[config.mk]
export PLATFORM = sky130hd
export DESIGN_NAME = matmul_sequencer
export DESIGN_NICKNAME = d
export VERILOG_FILES = /design/src/rtl/matmul_sequencer_pkg.sv /design/src/rtl/matmul_sequencer_mac.sv /design/src/rtl/matmul_sequencer.sv
export SDC_FILE = /design/constraint.sdc
export NUM_CORES = 2
export LEC_CHECK = 0
export CAP_MARGIN = 20
export CORE_MARGIN = 2
export CORE_UTILIZATION = 42
export CTS_CLUSTER_SIZE = 25
export DETAILED_ROUTE_END_ITERATION = 8
export GPL_ROUTABILITY_DRIVEN = 0
export GPL_TIMING_DRIVEN = 0
export HOLD_SLACK_MARGIN = 0.15
export SYNTH_ARGS = -nofsm -noshare
export SYNTH_HDL_FRONTEND = slang
export SYNTH_SLANG_ARGS = --single-unit
[constraint.sdc]
create_clock -name wb_clk_i -period 4.4 [get_ports wb_clk_i]
set_clock_uncertainty 0.15 [all_clocks]
set_input_delay 0.88 -clock wb_clk_i [delete_from_list [all_inputs] [get_ports wb_clk_i]]
set_output_delay 0.88 -clock wb_clk_i [all_outputs]
set_load 0.02 [all_outputs]
[src/rtl/matmul_sequencer_pkg.sv]
// Shared types and constants for the matrix-multiply sequencer.
// Holds FSM states, opcodes and control-window word offsets.
package matmul_sequencer_pkg;

    typedef enum logic [2:0] {
        S_IDLE,
        S_CHECK,
        S_RUN,
        S_DRAIN,
        S_WRITE,
        S_FIN
    } state_t;

    localparam int unsigned OP_NOP    = 0;
    localparam int unsigned OP_MATMUL = 1;

    localparam logic [2:0] CW_OP  = 3'd0;
    localparam logic [2:0] CW_W_A = 3'd1;
    localparam logic [2:0] CW_H_A = 3'd2;
    localparam logic [2:0] CW_W_B = 3'd3;
    localparam logic [2:0] CW_H_B = 3'd4;
    localparam logic [2:0] CW_GO  = 3'd5;

    function automatic bit dim_bad(
        input int d,
        input int max_dim
    );
        return (d == 0) || (d > max_dim);
    endfunction

endpackage

[src/rtl/matmul_sequencer_mac.sv]
// Signed multiply-accumulate for one C element.
// Products and sums wrap modulo 2^DATA_W; first beat loads.
module matmul_mac #(
    parameter int DATA_W = 32
) (
    input  logic              clk,
    input  logic              reset,
    input  logic              valid,
    input  logic              first,
    input  logic [DATA_W-1:0] a,
    input  logic [DATA_W-1:0] b,
    output logic [DATA_W-1:0] acc
);

    logic signed [DATA_W-1:0] w_prod;
    logic signed [DATA_W-1:0] r_acc;

    assign w_prod = $signed(a) * $signed(b);
    assign acc    = r_acc;

    // reset is active-low, matching the bus reset
    always_ff @(posedge clk or negedge reset) begin
        if (!reset) begin
            r_acc <= '0;
        end else if (valid) begin
            r_acc <= first ? w_prod : r_acc + w_prod;
        end
    end

endmodule

[src/rtl/matmul_sequencer.sv]
// Walks the C = A x B index space, issuing operand reads
// and writing each accumulated C element to result memory.
module matmul_sequencer
    import matmul_sequencer_pkg::*;
#(
    parameter int DATA_W   = 32,
    parameter int DIM_W    = 5,
    parameter int MAX_DIM  = 16,
    parameter int ADDR_W   = 9,
    parameter int C_ADDR_W = 8
) (
    input  logic                wb_clk_i,
    input  logic                wb_rst_i,
    input  logic [DATA_W-1:0]   cfg_op,
    input  logic [DIM_W-1:0]    cfg_w_a,
    input  logic [DIM_W-1:0]    cfg_h_a,
    input  logic [DIM_W-1:0]    cfg_w_b,
    input  logic [DIM_W-1:0]    cfg_h_b,
    input  logic                go,
    output logic [ADDR_W-1:0]   rda_addr,
    output logic [ADDR_W-1:0]   rdb_addr,
    output logic                rd_en,
    input  logic [DATA_W-1:0]   rda_data,
    input  logic [DATA_W-1:0]   rdb_data,
    output logic                c_we,
    output logic [C_ADDR_W-1:0] c_addr,
    output logic [DATA_W-1:0]   c_data,
    output logic                busy,
    output logic                done,
    output logic                err
);

    state_t r_state;
    state_t w_next;

    logic [DATA_W-1:0]   r_op;
    logic [DIM_W-1:0]    r_w_a;
    logic [DIM_W-1:0]    r_h_a;
    logic [DIM_W-1:0]    r_w_b;
    logic [DIM_W-1:0]    r_h_b;
    logic [DIM_W-1:0]    r_i;
    logic [DIM_W-1:0]    r_j;
    logic [DIM_W-1:0]    r_k;
    logic [ADDR_W-1:0]   r_a_base;
    logic [ADDR_W-1:0]   r_a_addr;
    logic [ADDR_W-1:0]   r_b_base;
    logic [ADDR_W-1:0]   r_b_addr;
    logic [C_ADDR_W-1:0] r_c_addr;
    logic                r_err;
    logic                r_vld;
    logic                r_first;

    logic                w_cfg_err;
    logic                w_k_last;
    logic                w_j_last;
    logic                w_i_last;
    logic [ADDR_W-1:0]   w_k_w;
    logic [ADDR_W-1:0]   w_n_w;
    logic [ADDR_W-1:0]   w_mk;
    logic [DATA_W-1:0]   w_acc;

    assign w_cfg_err = (r_op != DATA_W'(OP_MATMUL))
                     || dim_bad(int'(r_w_a), MAX_DIM)
                     || dim_bad(int'(r_h_a), MAX_DIM)
                     || dim_bad(int'(r_w_b), MAX_DIM)
                     || dim_bad(int'(r_h_b), MAX_DIM)
                     || (r_w_a != r_h_b);

    assign w_k_last = (r_k == r_w_a - DIM_W'(1));
    assign w_j_last = (r_j == r_w_b - DIM_W'(1));
    assign w_i_last = (r_i == r_h_a - DIM_W'(1));

    assign w_k_w = ADDR_W'(r_w_a);
    assign w_n_w = ADDR_W'(r_w_b);
    assign w_mk  = ADDR_W'(r_h_a) * ADDR_W'(r_w_a);

    assign rda_addr = r_a_addr;
    assign rdb_addr = r_b_addr;
    assign c_addr   = r_c_addr;
    assign c_data   = w_acc;
    assign err      = r_err;

    always_ff @(posedge wb_clk_i or negedge wb_rst_i) begin
        if (!wb_rst_i) begin
            r_state <= S_IDLE;
        end else begin
            r_state <= w_next;
        end
    end

    always_comb begin
        w_next = r_state;
        unique case (r_state)
            S_IDLE:  if (go) w_next = S_CHECK;
            S_CHECK: w_next = w_cfg_err ? S_IDLE : S_RUN;
            S_RUN:   if (w_k_last) w_next = S_DRAIN;
            S_DRAIN: w_next = S_WRITE;
            S_WRITE: begin
                if (w_i_last && w_j_last) w_next = S_FIN;
                else                      w_next = S_RUN;
            end
            S_FIN:   w_next = S_IDLE;
            default: w_next = S_IDLE;
        endcase
    end

    always_comb begin
        busy  = 1'b0;
        done  = 1'b0;
        rd_en = 1'b0;
        c_we  = 1'b0;
        unique case (r_state)
            S_IDLE:  ;
            S_CHECK: busy = 1'b1;
            S_RUN: begin
                busy  = 1'b1;
                rd_en = 1'b1;
            end
            S_DRAIN: busy = 1'b1;
            S_WRITE: begin
                busy = 1'b1;
                c_we = 1'b1;
            end
            S_FIN:   done = 1'b1;
            default: ;
        endcase
    end

    // Addresses advance incrementally: A by 1 per k, B by N per k
    always_ff @(posedge wb_clk_i or negedge wb_rst_i) begin
        if (!wb_rst_i) begin
            r_op     <= '0;
            r_w_a    <= '0;
            r_h_a    <= '0;
            r_w_b    <= '0;
            r_h_b    <= '0;
            r_i      <= '0;
            r_j      <= '0;
            r_k      <= '0;
            r_a_base <= '0;
            r_a_addr <= '0;
            r_b_base <= '0;
            r_b_addr <= '0;
            r_c_addr <= '0;
            r_err    <= 1'b0;
        end else begin
            unique case (r_state)
                S_IDLE: begin
                    if (go) begin
                        r_op  <= cfg_op;
                        r_w_a <= cfg_w_a;
                        r_h_a <= cfg_h_a;
                        r_w_b <= cfg_w_b;
                        r_h_b <= cfg_h_b;
                        r_err <= 1'b0;
                    end
                end
                S_CHECK: begin
                    if (w_cfg_err) begin
                        r_err <= 1'b1;
                    end else begin
                        r_i      <= '0;
                        r_j      <= '0;
                        r_k      <= '0;
                        r_a_base <= '0;
                        r_a_addr <= '0;
                        r_b_base <= w_mk;
                        r_b_addr <= w_mk;
                        r_c_addr <= '0;
                    end
                end
                S_RUN: begin
                    r_k      <= r_k + DIM_W'(1);
                    r_a_addr <= r_a_addr + ADDR_W'(1);
                    r_b_addr <= r_b_addr + w_n_w;
                end
                S_WRITE: begin
                    r_k      <= '0;
                    r_c_addr <= r_c_addr + C_ADDR_W'(1);
                    if (w_j_last) begin
                        r_j      <= '0;
                        r_i      <= r_i + DIM_W'(1);
                        r_a_base <= r_a_base + w_k_w;
                        r_a_addr <= r_a_base + w_k_w;
                        r_b_addr <= r_b_base;
                    end else begin
                        r_j      <= r_j + DIM_W'(1);
                        r_a_addr <= r_a_base;
                        r_b_addr <= r_b_base + ADDR_W'(r_j)
                                  + ADDR_W'(1);
                    end
                end
                default: ;
            endcase
        end
    end

    // Read data lands one cycle after rd_en
    always_ff @(posedge wb_clk_i or negedge wb_rst_i) begin
        if (!wb_rst_i) begin
            r_vld   <= 1'b0;
            r_first <= 1'b0;
        end else begin
            r_vld   <= (r_state == S_RUN);
            r_first <= (r_state == S_RUN) && (r_k == '0);
        end
    end

    matmul_mac #(
        .DATA_W (DATA_W)
    ) u_mac (
        .clk   (wb_clk_i),
        .reset (wb_rst_i),
        .valid (r_vld),
        .first (r_first),
        .a     (rda_data),
        .b     (rdb_data),
        .acc   (w_acc)
    );

endmodule

==> impl_results.md <==
- Pre-Repair DR Iteration Count: 5
- Core area: 61500 um2
- Finished Cell Area: between 30000 and 40000 um2
- DP HPWL: around 65000 um
- H-tree depth: 4
- Worst stage delay on the critical path: 0.56 ns
- Fmax: 0.112 GHz
- Setup ws final: -4.54 ns
- Global-route wire length before repair: 128000 um
- Drt drc: 0
- Largest net degree at the start of global routing: 77
- Clk pin slew, worst setup/hold paths: 0.06 ns
- Final period utilization: 2.03
- Post-synth EDFFs: 0
- Die width: 253 um
- Vert. Die Dim: between 200 and 300 um
- YS warnings: 0
- CTS Buffer Depth: 2
- CTS tree: done
- CP max stage cell: fa_1
- Final ANT Viol Nets: 0
- Layout area overhead: 24.7%
- Port Buf Inserts: between 150 and 200
- RSZ-0062 raised after global routing: yes
- Ys flop type: dfrtp_1
- Synth cell types: 72
- Async SR Flop Fraction: 1.00
- DRT iter0 DRCs: roughly 1200
- Slew headroom: 0.488
- CTS Sinks: 149
- Mean area per synthesized cell: 9.17 um2
- Seq cells post-synth: 149
- Type of the most critical hold path: primary input to asynchronous set/reset pin
- Nets: between 3000 and 4000
- IO Pins: 182
- DR vias: between 20000 and 25000
- Synth Cell Area: between 20000 and 30000 um2
- Critical Path AT: 9.12 ns
- Gr ovfl total: 0
- Worst skew pair latency: 0.45 ns
- Vias/cell: 5.29
- Worst path required time: 4.58 ns
- Worst-path fanout max: 10
- Max-cap violations: 0
- Max Transition Viols Final: 0
- Die area: about 64000 um2
- Fin. Hold Viols: 0
- Synthesized Nets: around 3600
- Wire per inst: 20.8 um
- Clock root cell: clkbuf_16
- CP Capture Type: flop
- DP Area: between 20000 and 30000 um2
- Total GRT Usage: 0.263
- Hold Buf Count CTS: 0
- Top cell by count, worst path: fa_1
- Failing checks: negative setup slack
- Sequential share of the synthesized area: 0.143
- Outcome: finished with violations
- Cts bufs inserted: 17
- Initial antenna violation count: 5
- CP Launch Type: primary input
- Initial Util: 0.423
- Ratio of cells with drive above 1 in the final layout: 0.170
- Final WL: ~80000 um
- Worst slew pin tran: 0.763 ns
- Vias in the first global route: between 20000 and 25000
- Worst setup path category: primary input to flop
- Num rows: slightly above 90
- Setup violations, final: 27
- Min Tclk post-route: 8.94 ns
- Mapped Cells: around 2800
[flip-flops by register name, indices dropped and copies added (netlist names)]
name       count
r_b_base       9
r_first        1
err            1
r_h_a          5
u_mac.acc     32
c_addr         8
r_j            5
r_a_base       9
r_w_b          5
r_state        3
r_vld          1
rda_addr       9
r_h_b          5
r_op          32
rdb_addr       9
r_w_a          5
r_k            5
r_i            5
[stage by stage]
step / std cells / util / setup slack (ns) / TNS, ns / hold WS (ns)
2_1_floorplan: 2834 / - / -4.58 / -83.77 / 0.318
3_3_place_gp: 3798 / 0.474 / -6.82 / -727.90 / 0.332
3_5_place_dp: 3800 / 0.474 / -6.52 / -135.48 / 0.348
4_1_cts: 3920 / 0.518 / -4.60 / -88.38 / 0.334
5_1_grt: 3941 / 0.527 / -4.72 / -94.18 / 0.351
6_report: 3941 / 0.527 / -4.54 / -87.18 / 0.312
[area by class of cell]
class	instances	area [um2]
buffer	121	1270
tap	790	988
antenna	1	2.50
sequential	149	3730
clock buffer	21	460
multi-input combinational	2085	21400
clock inverter	10	75.1
fill	5592	29100
inverter	472	1770
timing repair buffer	292	2710
[placed cells by master, fill, tap and decap left out, types with 91 or more instances in the layout]
| master | synthesis | layout |
|---|---|---|
| nand2_1 | 298 | 294 |
| nor2_1 | 109 | 105 |
| fa_1 | 420 | 390 |
| dfrtp_1 | 149 | 148 |
| and2_1 | 340 | 328 |
| buf_4 | 1 | 108 |
| clkdlybuf4s50_1 | 0 | 137 |
| ha_1 | 225 | 183 |
| inv_1 | 469 | 450 |
| a21oi_1 | 119 | 91 |
| xnor2_1 | 115 | 93 |
[path summary, 6_finish.rpt]
check | start | depth (start not counted) | slack [ns] | to
max | rda_data[13] | 33 | -4.54 | u_mac.acc[28]
min | wb_rst_i | 1 | 0.31 | rda_addr[6]
max reg2reg | r_w_a[2] | 15 | 0.21 | rdb_addr[8]
min reg2reg | r_op[0] | 1 | 0.36 | r_op[0]
max in group asynchronous | wb_rst_i | 2 | 2.95 | r_op[24]
min in group wb_clk_i | r_op[0] | 1 | 0.36 | r_op[0]
[repair_timing]
item / 4_1_cts / 5_1_grt
setup endpoints to repair: 29 / 29
setup buffers: 90 / 23
pin swaps: 130 / 87
resized for setup: 457 / 141
gates cloned: 3 / 0
[synth_stat cells, types with 11 or more instances]
cell type	instances	area (um2)
nand2_1	298	1120
xnor2_1	115	1010
o21ai_0	73	365
xor2_1	52	455
fa_1	420	8410
nand3_1	24	120
nand4_1	14	87.6
mux2i_1	13	130
a21oi_1	119	596
nor3_1	11	55.1
o21a_1	17	128
nand2b_1	14	87.6
and2_1	340	2130
nor2_1	109	409
nor4_1	12	75.1
ha_1	225	2820
clkbuf_1	119	447
a31oi_1	16	100
inv_1	469	1760
mux2_2	56	631
a21o_1	44	330
dfrtp_1	149	3730
[routing by layer]
metal	vias up	share of wire	global-route usage
met2	656	0.49	0.451
met4	4	0.053	0.126
met5	-	0.00027	0
met3	163	0.055	0.0383
met1	10600	0.40	0.325
li1	9433	-	-
[worst max-delay path: cells and delay by family]
family                     cells  cell delay, ns
muxes                          2            0.52
xor gates and xnor gates       1            0.06
adders and majority gates     10            4.51
AOI/OAI and AO/OA              9            1.54
and+or+nand+nor                4            0.91
buffers and inverters          7            0.69
[kinds of logic after synthesis]
logic type,after synthesis,share of synthesized area
and+or+nand+nor,857,0.167
adders and majority gates,645,0.432
buffers and inverters,600,0.0878
AOI/OAI and AO/OA,347,0.0850
xor gates and xnor gates,167,0.0563
DFF,149,0.143
muxes,69,0.0293
Power is left out: the tool's default activity adds up to more than one toggle a clock period on the data nets, which glitch-free logic cannot reach.
